File: src/rtl/msgpass_rqst_rd_sched.sv
// -----------------------------------------------------------------------------
// msgpass_rqst_rd_sched
//
// Read scheduler for the message-pass buffer. A single-cycle rd_begin_i pulse
// starts a run: rqst_num_i request pages are read from buffer port A. The
// first page is at base_addr_i. The buffer's registered read data feeds the
// memShare controller's request address. While the controller flags a DRC,
// the read address is held so no page is skipped. busy_o covers the whole run.
//
// Ports
//   sys_clk        system clock, rising edge
//   rst            asynchronous active-high reset
//   rd_begin_i     start pulse; sampled only in IDLE
//   rd_abort_i     immediate return to IDLE; overrides everything else
//   base_addr_i    first buffer address of the run
//   rqst_num_i     number of pages; 0 gives an empty run, values above
//                  2^ADDR_WIDTH are clamped to 2^ADDR_WIDTH
//   is_drc_i       DRC flags from memShare control; any bit set = stall
//   raddr_o        buffer read address (port A)
//   ren_o          read address valid
//   rdata_valid_o  buffer rdata holds a valid request this cycle
//   last_o         raddr_o carries the final page of the run
//   busy_o         run in progress (READ or DRAIN)
//   done_o         one-cycle pulse when a run completes without abort
// -----------------------------------------------------------------------------
module msgpass_rqst_rd_sched #(
    parameter int ADDR_WIDTH = 3,
    parameter int CNT_WIDTH  = 4,   // must be ADDR_WIDTH + 1
    parameter int DRC_NUM    = 1
) (
    input  logic                  sys_clk,
    input  logic                  rst,
    input  logic                  rd_begin_i,
    input  logic                  rd_abort_i,
    input  logic [ADDR_WIDTH-1:0] base_addr_i,
    input  logic [CNT_WIDTH-1:0]  rqst_num_i,
    input  logic [DRC_NUM-1:0]    is_drc_i,
    output logic [ADDR_WIDTH-1:0] raddr_o,
    output logic                  ren_o,
    output logic                  rdata_valid_o,
    output logic                  last_o,
    output logic                  busy_o,
    output logic                  done_o
);

    typedef enum logic [1:0] {
        IDLE  = 2'd0,
        READ  = 2'd1,
        DRAIN = 2'd2,
        FIN   = 2'd3
    } state_t;

    // A run can cover every buffer address exactly once, never more.
    localparam logic [CNT_WIDTH-1:0] MAX_NUM = {1'b1, {ADDR_WIDTH{1'b0}}};

    state_t                  state;
    state_t                  stateNext;
    logic [ADDR_WIDTH-1:0]   raddrReg;
    logic                    renReg;
    logic                    rdataValidReg;
    logic [CNT_WIDTH-1:0]    issueCnt;      // pages issued so far, 1-based
    logic [CNT_WIDTH-1:0]    rqstNum;       // clamped page count of this run
    logic [CNT_WIDTH-1:0]    numClamped;
    logic                    stall;
    logic                    lastPage;

    assign stall      = |is_drc_i;
    assign lastPage   = (issueCnt == rqstNum);
    assign numClamped = (rqst_num_i > MAX_NUM) ? MAX_NUM : rqst_num_i;

    // ---------------------------------------------------------------- FSM
    // NOTE: sequential state uses non-blocking (<=) so every register samples
    // pre-edge values; blocking assignments here would create order-dependent
    // simulation and mismatch synthesis.
    always_ff @(posedge sys_clk or posedge rst) begin
        if (rst) begin
            state <= IDLE;
        end else begin
            state <= stateNext;
        end
    end

    // NOTE: stateNext gets a default before the case so every path assigns
    // it; a missing assignment on any branch would infer a latch.
    always_comb begin
        stateNext = state;
        if (rd_abort_i) begin
            stateNext = IDLE;
        end else begin
            case (state)
                IDLE:    if (rd_begin_i) stateNext = (rqst_num_i == '0) ? FIN : READ;
                READ:    if (!stall && lastPage) stateNext = DRAIN;
                DRAIN:   if (!stall) stateNext = FIN;
                FIN:     stateNext = IDLE;
                default: stateNext = IDLE;
            endcase
        end
    end

    // ----------------------------------------------------------- datapath
    // NOTE: every register here, including the latched page count, is reset;
    // this is a handful of flops rather than a memory array, so resetting
    // them costs nothing and keeps last_o well defined out of reset.
    always_ff @(posedge sys_clk or posedge rst) begin
        if (rst) begin
            raddrReg      <= '0;
            renReg        <= 1'b0;
            rdataValidReg <= 1'b0;
            issueCnt      <= '0;
            rqstNum       <= '0;
        end else if (rd_abort_i) begin
            // raddrReg is left as-is; ren_o low makes its value irrelevant.
            renReg        <= 1'b0;
            rdataValidReg <= 1'b0;
            issueCnt      <= '0;
        end else begin
            case (state)
                IDLE: begin
                    rdataValidReg <= 1'b0;
                    if (rd_begin_i) begin
                        rqstNum <= numClamped;
                        if (rqst_num_i != '0) begin
                            raddrReg <= base_addr_i;
                            renReg   <= 1'b1;
                            issueCnt <= CNT_WIDTH'(1);
                        end
                    end
                end
                READ: begin
                    // rdata lags the address by one cycle. During a stall
                    // both the address and ren are held, so the held rdata
                    // stays valid.
                    rdataValidReg <= renReg;
                    if (!stall) begin
                        if (lastPage) begin
                            renReg <= 1'b0;
                        end else begin
                            raddrReg <= raddrReg + ADDR_WIDTH'(1);  // wraps modulo 2^ADDR_WIDTH
                            issueCnt <= issueCnt + CNT_WIDTH'(1);
                        end
                    end
                end
                DRAIN: begin
                    // Hold the final rdata valid until the controller accepts it.
                    if (!stall) rdataValidReg <= 1'b0;
                end
                default: begin
                    rdataValidReg <= 1'b0;
                end
            endcase
        end
    end

    // ------------------------------------------------------------ outputs
    assign raddr_o       = raddrReg;
    assign ren_o         = renReg;
    assign rdata_valid_o = rdataValidReg;
    assign last_o        = (state == READ) && lastPage;
    assign busy_o        = (state == READ) || (state == DRAIN);
    assign done_o        = (state == FIN);

endmodule
File: config.mk
export PLATFORM = sky130hd
export DESIGN_NAME = msgpass_rqst_rd_sched
export DESIGN_NICKNAME = d
export VERILOG_FILES = /design/src/rtl/msgpass_rqst_rd_sched.sv
export SDC_FILE = /design/constraint.sdc
export NUM_CORES = 1
export LEC_CHECK = 0
export BUFFER_PORTS_ARGS = -buffer_cell sky130_fd_sc_hd__buf_4
export CAP_MARGIN = 20
export CORE_ASPECT_RATIO = 1.75
export CORE_MARGIN = 2
export CORE_UTILIZATION = 37
export CTS_BUF_LIST = sky130_fd_sc_hd__clkbuf_4 sky130_fd_sc_hd__clkbuf_8
export DETAILED_ROUTE_END_ITERATION = 16
export PLACE_DENSITY = 0.66
export SLEW_MARGIN = 0
export SYNTH_ARGS = -nofsm -noshare
export SYNTH_HDL_FRONTEND = slang
export SYNTH_SLANG_ARGS = --single-unit
File: constraint.sdc
create_clock -name sys_clk -period 1.6 [get_ports sys_clk]
set_input_delay 0.16 -clock sys_clk [delete_from_list [all_inputs] [get_ports sys_clk]]
set_output_delay 0.16 -clock sys_clk [all_outputs]
set_load 0.1 [all_outputs]
==> metrics.md, run 1 <==
| Metric | Value |
|---|---|
| Run status | finished, violations left |
| Failing checks | setup timing |
| Final Non-Filler Cells | about 180 |
| Antenna cells | 0 |
| Num rows | 25 |
| Maxcap violations | 0 |
| Routed len/inst | roughly 16 um |
| Max Freq | 0.603 GHz |
| Clock tree buffer depth | 2 |
| # clock sinks | 15 |
| Setup WS post-layout | -0.0589 ns |
| Global-route wire length before repair | about 4.4 mm |
| Syn Inst Count | roughly 110 |
| Worst clock skew | roughly 0.0035 ns |
| Final setup vio count | 2 |
| Count of pins over their slew limit | 0 |
| Crit Path Class | flip-flop to flip-flop |
| I/O Buffers | 19 |
| Final Routed Wirelength | 2.77 mm |
| Yosys warnings | 0 |
| Fillers | ~220 |
| Hold Slack | about 0.19 ns |
| Dpl cells | 165 |
| Proportion of layout cells with a drive suffix above 1 | 52.3% |
| Hold Crit Class | input pin to flip-flop |
| Syn Nets | approximately 130 |
| Total core area | approximately 2700 um^2 |
| Synthesized flop and latch total | 15 |
| Hold depth | 2 |
| Grt ovf | 0 |
| Starting Density | about two fifths |
| P_leak | slightly below 0.7 nW |
| Syn Area/Cell | roughly 9.4 um^2 |
| CP startpoint kind | flip-flop |
| Clock Tree Root | clkbuf_8 |
| DR pass1 iterations | 4 |
| Largest net degree at the start of global routing | 16 |
| Total CTS buffers | 3 |
| TritonCTS clock tree | built |
| DP HPWL | slightly below 2 mm |
| Crit path time final | around 1.7 ns |
| R2R depth | 6 |
| Max IR drop VDD | between 1 and 1.5 mV |
| Sequential area share after synthesis | between 30% and 40% |
| Fin Setup TNS | -0.113 ns |
| GR Util All Layers | approximately a fifth |
| Post-DRT Antenna Nets | 0 |
| Clk_lat worst skew | about 0.25 ns |
| Gpl congestion | 0.759 |
| CP max FO | 5 |
| Library cells used by synthesis | 40 |
| Initial drt markers | 12 |
| NumNets Final | 169 |
| Endpoints failing hold | 0 |
| Mapped Area | about 1000 um^2 |
| Power Dens Cells | 2090 nW/um^2 |
| Routed vias | approximately 1,000 |
| Vias per Instance | approximately 5.7 |
| Area delta synth->final | 54.1% |
| Final core occ | 58.7% |
| Reg clk slew, reported paths | around 0.06 ns |
| WP data arrival | roughly 1.8 ns |
| Die X | between 40 and 50 um |
| Worst-Margin Slew | around 0.58 ns |
| Slew Limit Headroom | 61.4% |
| Data required time of the worst path | roughly 1.7 ns |
| Drc violations | 0 |
| Die ar. | between 3000 and 4000 um^2 |
| RSZ-0062 raised after global routing | true |
| IO Pins | 20 |
| Endpoint class of the critical path | flip-flop |
| Setup WS pre-CTS | -0.0820 ns |
| Number of global-route vias before repair | 982 |
| Final worst-path cycle share | 104% |
| Initial antenna violation count | 0 |
| Chip Height | ~73 um |
| CTS H-tree lvls | 1 |
==> worst max-delay path, stage by stage (launching register included) <==
cell     delay (ns)
dfrtp_1        0.40
inv_2          0.09
ha_4           0.20
a21o_1         0.16
a22o_1         0.20
a21oi_2        0.17
mux2_4         0.32
==> per-layer routing <==
metal	global-route usage [%]	vias up	share of wire, %	wire length, um
met5	0	-	0	0
met4	10.4	0	3.1	87
met3	1.73	8	2.1	58
met2	34.8	22	59	1630
met1	19.8	501	36	998
li1	-	474	-	-
==> report_power, final <==
part / switching [W] / total, W / internal (W)
logic: 0.00135 / 0.00231 / 0.000955
registers: 0.000129 / 0.000633 / 0.000505
clock network: 0.000133 / 0.000326 / 0.000194
total: 0.00161 / 0.00327 / 0.00165
==> what timing repair did <==
item,4_1_cts,5_1_grt
hold endpoints to repair,15,0
pin swaps,3,11
gates resized for setup,15,17
setup buffers,4,2
hold buffers,1,0
gates cloned,0,0
setup endpoints to repair,11,15
==> kinds of logic after synthesis <==
family	Yosys count	share of synthesized area, %
compound gates	31	24.7
flops	15	37.1
xor+xnor	4	3.46
fa+ha+maj	7	8.65
simple gates	35	17.6
mux	3	3.21
buf+inv	13	5.31
==> placed cells by master, fill, tap and decap left out, types with 2 or more instances in the layout <==
cell      Yosys  routed
buf_12        0       3
a21o_1        2       2
inv_1         9       6
o22ai_1       3       3
ha_4          0       3
clkbuf_8      0       3
inv_2         0       2
ha_1          7       3
o21ai_0       4       3
o211ai_1      2       2
a21oi_2       0       2
nand2b_1      3       3
nand3_1       5       4
dfrtp_1      15      12
nand2_1      10      10
dfrtp_2       0       3
nor2_2        1       3
buf_4         1      35
a31oi_1       4       4
a21oi_1       4       2
buf_6         0       2
a211oi_2      2       2
xnor2_2       0       4
nor2_1        6       3
nand4_1       3       3
nor2b_1       2       2
==> metrics by stage <==
| step | total power [W] | cell area [um^2] |
|---|---|---|
| 6_report | 0.00327 | 1560 |
| 5_1_grt | 0.00345 | 1560 |
| 4_1_cts | 0.00302 | 1470 |
| 3_5_place_dp | 0.00249 | 1310 |
| 3_3_place_gp | 0.00243 | 1310 |
| 2_1_floorplan | 0.00202 | 1050 |
==> state kept, by name, indices dropped and copies added, names as in the netlist <==
name	flops
state	2
ren_o	1
raddr_o	3
rqstNum	4
issueCnt	4
rdata_valid_o	1
==> path summary, 6_finish.rpt <==
kind,startpoint,endpoint,slack [ns]
max in group asynchronous,rst,raddr_o[0],0.66
setup reg to reg,state[1],state[0],-0.06
hold reg to reg,rdata_valid_o,rdata_valid_o,0.53
setup / recovery,state[1],state[0],-0.06
min in group asynchronous,rst,ren_o,0.53
hold / removal,rqst_num_i[3],rqstNum[3],0.19
==> layout make-up <==
| cell class | instances | area [um^2] | share of cell area, % |
|---|---|---|---|
| timing repair buffer | 41 | 355 | 22.8 |
| multi-input combinational | 80 | 706 | 45.2 |
| clock buffer | 4 | 48.8 | 3.13 |
| sequential | 15 | 379 | 24.3 |
| tap | 27 | 33.8 | 2.17 |
| inverter | 9 | 37.5 | 2.41 |
==> Yosys cell counts (all sizes together) <==
master | count | area (um^2)
dfrtp | 15 | 375
nand2 | 10 | 37.5
inv | 9 | 33.8
ha | 7 | 87.6
nor2 | 7 | 28.8
nand3 | 5 | 25.0
a21oi | 4 | 20.0
a31oi | 4 | 25.0
o21ai | 4 | 20.0
xnor2 | 4 | 35.0
buf | 3 | 16.3
nand2b | 3 | 18.8
nand4 | 3 | 18.8
o22ai | 3 | 18.8
a211o | 2 | 26.3
a211oi | 2 | 25.0
a21o | 2 | 15.0
mux2 | 2 | 22.5
nor2b | 2 | 12.5
o211ai | 2 | 15.0
a2111o | 1 | 11.3
a22o | 1 | 8.76
a311oi | 1 | 15.0
a41oi | 1 | 8.76
and2 | 1 | 6.26
and4 | 1 | 11.3
clkbuf | 1 | 3.75
mux2i | 1 | 10.0
nor3 | 1 | 5.00
nor4 | 1 | 6.26
o22a | 1 | 8.76
o31ai | 1 | 7.51
o32ai | 1 | 8.76
o41ai | 1 | 16.3
or2b | 1 | 7.51
No activity file was read; power rests on OpenSTA's default activity.
==> inputs of run 2 (changes only) <==
- PLACE_DENSITY: 0.66 -> 0.64
- clock period: 1.6 -> 1.55 ns (I/O delays scaled with it)
==> metrics.md, run 2 (synthesis results as in run 1) <==
| Metric | Value |
|---|---|
| Run status | finished, violations left (unchanged) |
| Failing checks | setup timing (unchanged) |
| Most common cell after layout, fill and taps aside | buf_4 (unchanged) |
| Grt ovf | 0 (unchanged) |
| Endpoints failing hold | 0 (unchanged) |
| Largest net degree at the start of global routing | 16 (unchanged) |
| Total core area | 2660 um^2 (unchanged) |
| Critical-path top delay cell | dfrtp_1 (unchanged) |
| # clock sinks | 15 (unchanged) |
| Count of pins over their slew limit | 0 (unchanged) |
| Hold Crit Class | input pin to flip-flop (unchanged) |
| Maxcap violations | 0 (unchanged) |
| Clock tree buffer depth | 2 (unchanged) |
| Reg power frac | 19.0% (was 19.4%) |
| Die X | 43.5 um (unchanged) |
| Antenna cells | 0 (unchanged) |
| Crit path cell chain | inv_2 -> ha_4 -> a21o_1 -> a22o_1 -> a21oi_2 -> mux2_4 (unchanged) |
| Switching share of power | 48.6% (was 49.4%) |
| Clock Tree Root | clkbuf_8 (unchanged) |
| Worst Setup SP | state[0] (was state[1]) |
| NumNets Final | 175 (was 169) |
| Final core occ | 59.2% (was 58.7%) |
| Chip Height | 73.2 um (unchanged) |
| Data required time of the worst path | 1.68 ns (was 1.74 ns) |
| Final Instance Area | 1570 um^2 (was 1560 um^2) |
| Total CTS buffers | 3 (unchanged) |
| I/O Buffers | 19 (unchanged) |
| Area after DPL | 1320 um^2 (was 1310 um^2) |
| Initial antenna violation count | 0 (unchanged) |
| Crit Path Class | flip-flop to flip-flop (unchanged) |
| Initial drt markers | 23 (was 12) |
| Starting Density | 38.1% (unchanged) |
| Vias per Instance | 5.58 (was 5.71) |
| WP data arrival | 1.83 ns (was 1.80 ns) |
| CP max FO | 3 (was 5) |
| Combinational power share | 71.0% (was 70.6%) |
| Reg clk slew, reported paths | 0.06 ns (about the same) |
| CP startpoint kind | flip-flop (unchanged) |
| Area delta synth->final | 55.4% (was 54.1%) |
| Max Freq | 0.589 GHz (was 0.603 GHz) |
| Crit path time final | 1.70 ns (was 1.66 ns) |
| GR Util All Layers | 18.0% (was 18.8%) |
| Die ar. | 3190 um^2 (unchanged) |
| RSZ-0062 raised after global routing | true (unchanged) |
| Final worst-path cycle share | 109% (was 104%) |
| Max IR drop VDD | 1.40 mV (was 1.35 mV) |
| Worst-Margin Slew | 0.606 ns (was 0.578 ns) |
| Number of global-route vias before repair | 1,005 (was 982) |
| TritonCTS clock tree | built (unchanged) |
| DP HPWL | 1.96 mm (was 1.97 mm) |
| Clock power share | 10.0% (about the same) |
| Routed vias | 1,015 (was 1,005) |
| Num rows | 25 (unchanged) |
| Power Dens Cells | 2180 nW/um^2 (was 2090 nW/um^2) |
| DR pass1 iterations | 4 (unchanged) |
| Worst path top cell family by delay | compound AO/OA/AOI/OAI gates (unchanged) |
| Leading cell types in the layout, fill and taps excluded | buf_4 (40), dfrtp_1 (13), nand2_1 (9) (was buf_4 (35), dfrtp_1 (12), nand2_1 (10)) |
| Buf/Inv on CP | 1 (unchanged) |
| Final Routed Wirelength | 2.81 mm (was 2.77 mm) |
| Proportion of layout cells with a drive suffix above 1 | 49.7% (was 52.3%) |
| Setup WS post-layout | -0.147 ns (was -0.0589 ns) |
| Internal power | 0.00176 W (was 0.00165 W) |
| Fin Setup TNS | -0.705 ns (was -0.113 ns) |
| P_leak | 0.712 nW (was 0.690 nW) |
| Worst r2r src | state[0] (was state[1]) |
| Worst clock skew | 0.00453 ns (was 0.00355 ns) |
| CTS H-tree lvls | 1 (unchanged) |
| CP max stage delay | 0.43 ns (was 0.40 ns) |
| Setup WS pre-CTS | -0.136 ns (was -0.0820 ns) |
| Slew Limit Headroom | 59.6% (was 61.4%) |
| P_sw | 0.00166 W (was 0.00161 W) |
| Final setup vio count | 9 (was 2) |
| HP Start | rd_abort_i (was rqst_num_i[3]) |
| Routed len/inst | 15.5 um (was 15.8 um) |
| Drc violations | 0 (unchanged) |
| Total power | 0.00342 W (was 0.00327 W) |
| Global-route wire length before repair | 4.31 mm (was 4.40 mm) |
| Post-DRT Antenna Nets | 0 (unchanged) |
| Endpoint class of the critical path | flip-flop (unchanged) |
| Gpl congestion | 0.809 (was 0.759) |
| IO Pins | 20 (unchanged) |
| Clk_lat worst skew | 0.25 ns (about the same) |
==> run 2: per-stage QoR <==
step           instances  hold WS [ns]
2_1_floorplan        108        0.0563
3_3_place_gp         164         0.263
3_5_place_dp         164         0.267
4_1_cts              170         0.177
5_1_grt              182         0.197
6_report             182         0.182
==> run 2: final timing paths <==
path | cells after the start | end | slack [ns]
setup / recovery | 6 | state[0] | -0.15
hold / removal | 2 | issueCnt[2] | 0.18
setup reg to reg | 6 | state[0] | -0.15
hold reg to reg | 2 | rdata_valid_o | 0.54
max in group asynchronous | 3 | raddr_o[0] | 0.59
min in group asynchronous | 3 | issueCnt[2] | 0.53
==> run 2: power by group through the flow <==
stage	combinational, W	sequential [W]	clock [W]
after global routing	0.00257	0.000669	0.000363
after global placement	0.00188	0.000632	0
after floorplan	0.00112	0.000982	0
after detailed placement	0.00192	0.000639	0
final	0.00243	0.000651	0.000342
after CTS	0.00205	0.000642	0.000345
==> run 2: layer usage <==
layer	part of all wire [%]	GRT usage, %
met3	2.9	1.73
met1	35	17.9
met2	59	33.5
met4	3.4	11.4
met5	0	0
==> run 2: final cells by class <==
class,instances,area [um^2]
sequential,15,378
clock buffer,4,48.8
fill,227,1090
tap,27,33.8
inverter,9,33.8
timing repair buffer,47,389
multi-input combinational,80,689
==> run 2: timing repair <==
item,CTS,global route
setup endpoints to repair,12,12
buffers inserted,1,11
gates cloned,0,1
hold endpoints to repair,6,0
hold buffers,1,0
pin swaps,3,14
gates resized for setup,13,9
==> inputs of run 3 (changes only) <==
- CELL_PAD_IN_SITES_DETAIL_PLACEMENT: default -> 1
- CELL_PAD_IN_SITES_GLOBAL_PLACEMENT: default -> 2
- CORE_UTILIZATION: 37 -> 34
- PLACE_DENSITY: 0.64 -> 0.87
==> metrics.md, run 3 (synthesis results as in run 1) <==
| Metric | Value |
|---|---|
| WP data arrival | 1.91 ns (was 1.83 ns) |
| Maxcap violations | 0 (unchanged) |
| Die ar. | 3450 um^2 (was 3190 um^2) |
| Endpoint class of the critical path | flip-flop (unchanged) |
| Routed vias | 1,047 (was 1,015) |
| Clk_lat worst skew | 0.26 ns (was 0.25 ns) |
| Worst-Margin Slew | 0.641 ns (was 0.606 ns) |
| P_sw | 0.00186 W (was 0.00166 W) |
| IO Pins | 20 (unchanged) |
| Fillers | 322 (was 227) |
| Worst Setup SP | state[1] (was state[0]) |
| Number of global-route vias before repair | 1,136 (was 1,005) |
| Crit Path Class | flip-flop to flip-flop (unchanged) |
| Most common cell after layout, fill and taps aside | buf_4 (unchanged) |
| Run status | finished, violations left (unchanged) |
| Failing checks | hold timing, setup timing (was setup timing) |
| Total CTS buffers | 3 (unchanged) |
| DR pass1 iterations | 4 (unchanged) |
| Critical-path top delay cell | dfrtp_1 (unchanged) |
| Setup slack, reg-to-reg | -0.23 ns (was -0.15 ns) |
| Proportion of layout cells with a drive suffix above 1 | 54.5% (was 49.7%) |
| Grt peak-use layer | met2 (unchanged) |
| Area delta synth->final | 62.4% (was 55.4%) |
| Crit path time final | 1.78 ns (was 1.70 ns) |
| CTS H-tree lvls | 1 (unchanged) |
| Post-DRT Antenna Nets | 0 (unchanged) |
| Chip Height | 76.2 um (was 73.2 um) |
| Setup WS post-layout | -0.226 ns (was -0.147 ns) |
| Internal power | 0.00181 W (was 0.00176 W) |
| Worst r2r dst | state[0] (unchanged) |
| CP startpoint kind | flip-flop (unchanged) |
| Worst r2r src | state[1] (was state[0]) |
| GR met2 Demand/Resource | 36.9% (was 33.5%) |
| Final setup vio count | 11 (was 9) |
| P_leak | 0.727 nW (was 0.712 nW) |
| Global-route wire length before repair | 5.28 mm (was 4.31 mm) |
| Initial drt markers | 26 (was 23) |
| Num rows | 26 (was 25) |
| Setup WS pre-CTS | -0.185 ns (was -0.136 ns) |
| Final worst-path cycle share | 115% (was 109%) |
| Leading cell types in the layout, fill and taps excluded | buf_4 (38), dfrtp_1 (12), nand2_1 (9) (was buf_4 (40), dfrtp_1 (13), nand2_1 (9)) |
| TritonCTS clock tree | built (unchanged) |
| Met1 Use GR | 21.4% (was 17.9%) |
| Crit path to | state[0] (unchanged) |
| Power Dens Cells | 2230 nW/um^2 (was 2180 nW/um^2) |
| Max Freq | 0.563 GHz (was 0.589 GHz) |
| Routed len/inst | 20.2 um (was 15.5 um) |
| Switching share of power | 50.8% (was 48.6%) |
| Endpoints failing hold | 15 (was 0) |
| Worst clock skew | 0.0127 ns (was 0.00453 ns) |
| CP max FO | 5 (was 3) |
| NumNets Final | 174 (was 175) |
| Initial antenna violation count | 0 (unchanged) |
| Total core area | 2900 um^2 (was 2660 um^2) |
| R2R depth | 6 (unchanged) |
| GR Util All Layers | 20.7% (was 18.0%) |
| Slew Limit Headroom | 57.2% (was 59.6%) |
| Reg clk slew, reported paths | 0.07 ns (was 0.06 ns) |
| Clock Tree Root | clkbuf_8 (unchanged) |
| Starting Density | 35.0% (was 38.1%) |
| Clock power share | 9.7% (was 10.0%) |
| DP HPWL | 2.40 mm (was 1.96 mm) |
| Hold Crit Class | input pin to asynchronous set/reset pin (was input pin to flip-flop) |
| Antenna cells | 0 (unchanged) |
| # clock sinks | 15 (unchanged) |
| Data required time of the worst path | 1.68 ns (about the same) |
| Crit path cell chain | inv_2 -> ha_4 -> a21o_1 -> a22o_1 -> a21oi_2 -> mux2_4 (unchanged) |
| I/O Buffers | 19 (unchanged) |
| Count of pins over their slew limit | 0 (unchanged) |
| CP max stage delay | 0.41 ns (was 0.43 ns) |
| Vias per Instance | 5.75 (was 5.58) |
| Clock tree buffer depth | 2 (unchanged) |
| Final Routed Wirelength | 3.68 mm (was 2.81 mm) |
| Largest net degree at the start of global routing | 16 (unchanged) |
| Max IR drop VDD | 1.23 mV (was 1.40 mV) |
| Hold Slack | -0.0228 ns (was 0.182 ns) |
| Met3 Use GR | 2.37% (was 1.73%) |
| Die X | 45.2 um (was 43.5 um) |
| Combinational power share | 72.1% (was 71.0%) |
| Drc violations | 0 (unchanged) |
| Gpl congestion | 0.718 (was 0.809) |
| RSZ-0062 raised after global routing | true (unchanged) |
| Grt ovf | 0 (unchanged) |
| Reg power frac | 18.2% (was 19.0%) |
## run 3: per-stage QoR
step           std cells  setup TNS, ns  power (W)  cell area, um^2  util, %
2_1_floorplan        108         -0.376    0.00210             1060        -
3_3_place_gp         169         -0.286    0.00262             1350     46.5
3_5_place_dp         169          -1.26    0.00269             1350     46.5
4_1_cts              177         -0.533    0.00335             1520     52.6
5_1_grt              182          -1.43    0.00381             1640     56.8
6_report             182          -1.07    0.00367             1640     56.8
## run 3: repair_timing
item / in CTS / in global routing
buffers inserted: 4 / 5
resized for setup: 22 / 14
endpoints found under the setup margin: 12 / 12
hold endpoints to repair: 0 / 0
pin swaps: 8 / 10
hold buffers: 0 / 0
## run 3: worst min-delay path by stage
stage / start / to / depth (start not counted)
4_1_cts: rst / rdata_valid_o / 2
2_1_floorplan: rst / issueCnt[0] / 1
6_report: rst / rdata_valid_o / 2
3_5_place_dp: rst / rdata_valid_o / 2
3_3_place_gp: rst / rdata_valid_o / 2
5_1_grt: rst / rdata_valid_o / 2
## run 3: power groups by stage
stage / clock network [W] / logic, W / registers, W
after floorplan: 0 / 0.00112 / 0.000982
after global placement: 0 / 0.00198 / 0.000634
final: 0.000356 / 0.00264 / 0.000667
after detailed placement: 0 / 0.00205 / 0.000649
after global routing: 0.000369 / 0.00276 / 0.000679
after CTS: 0.000350 / 0.00233 / 0.000664
## run 3: layout make-up
cell class / count / area [um^2] / area share (%)
multi-input cells: 80 / 736 / 44.7
repair buffers: 46 / 405 / 24.7
flip-flops and latches: 15 / 379 / 23.1
clock buffers: 4 / 48.8 / 2.97
inverters: 9 / 40.0 / 2.44
well taps: 28 / 35.0 / 2.13
## run 3: metal layers
metal / up-vias / share of wire [%]
li1: 483 / -
met1: 506 / 34
met2: 37 / 57
met3: 21 / 2.6
met4: 0 / 5.8
met5: - / 0
## run 3: worst max-delay path, delay by kind of cell, from the launching register on
family / cells / cell delay, ns
compound gates: 3 / 0.64
flops: 1 / 0.41
mux: 1 / 0.32
fa+ha+maj: 1 / 0.19
buf+inv: 1 / 0.09
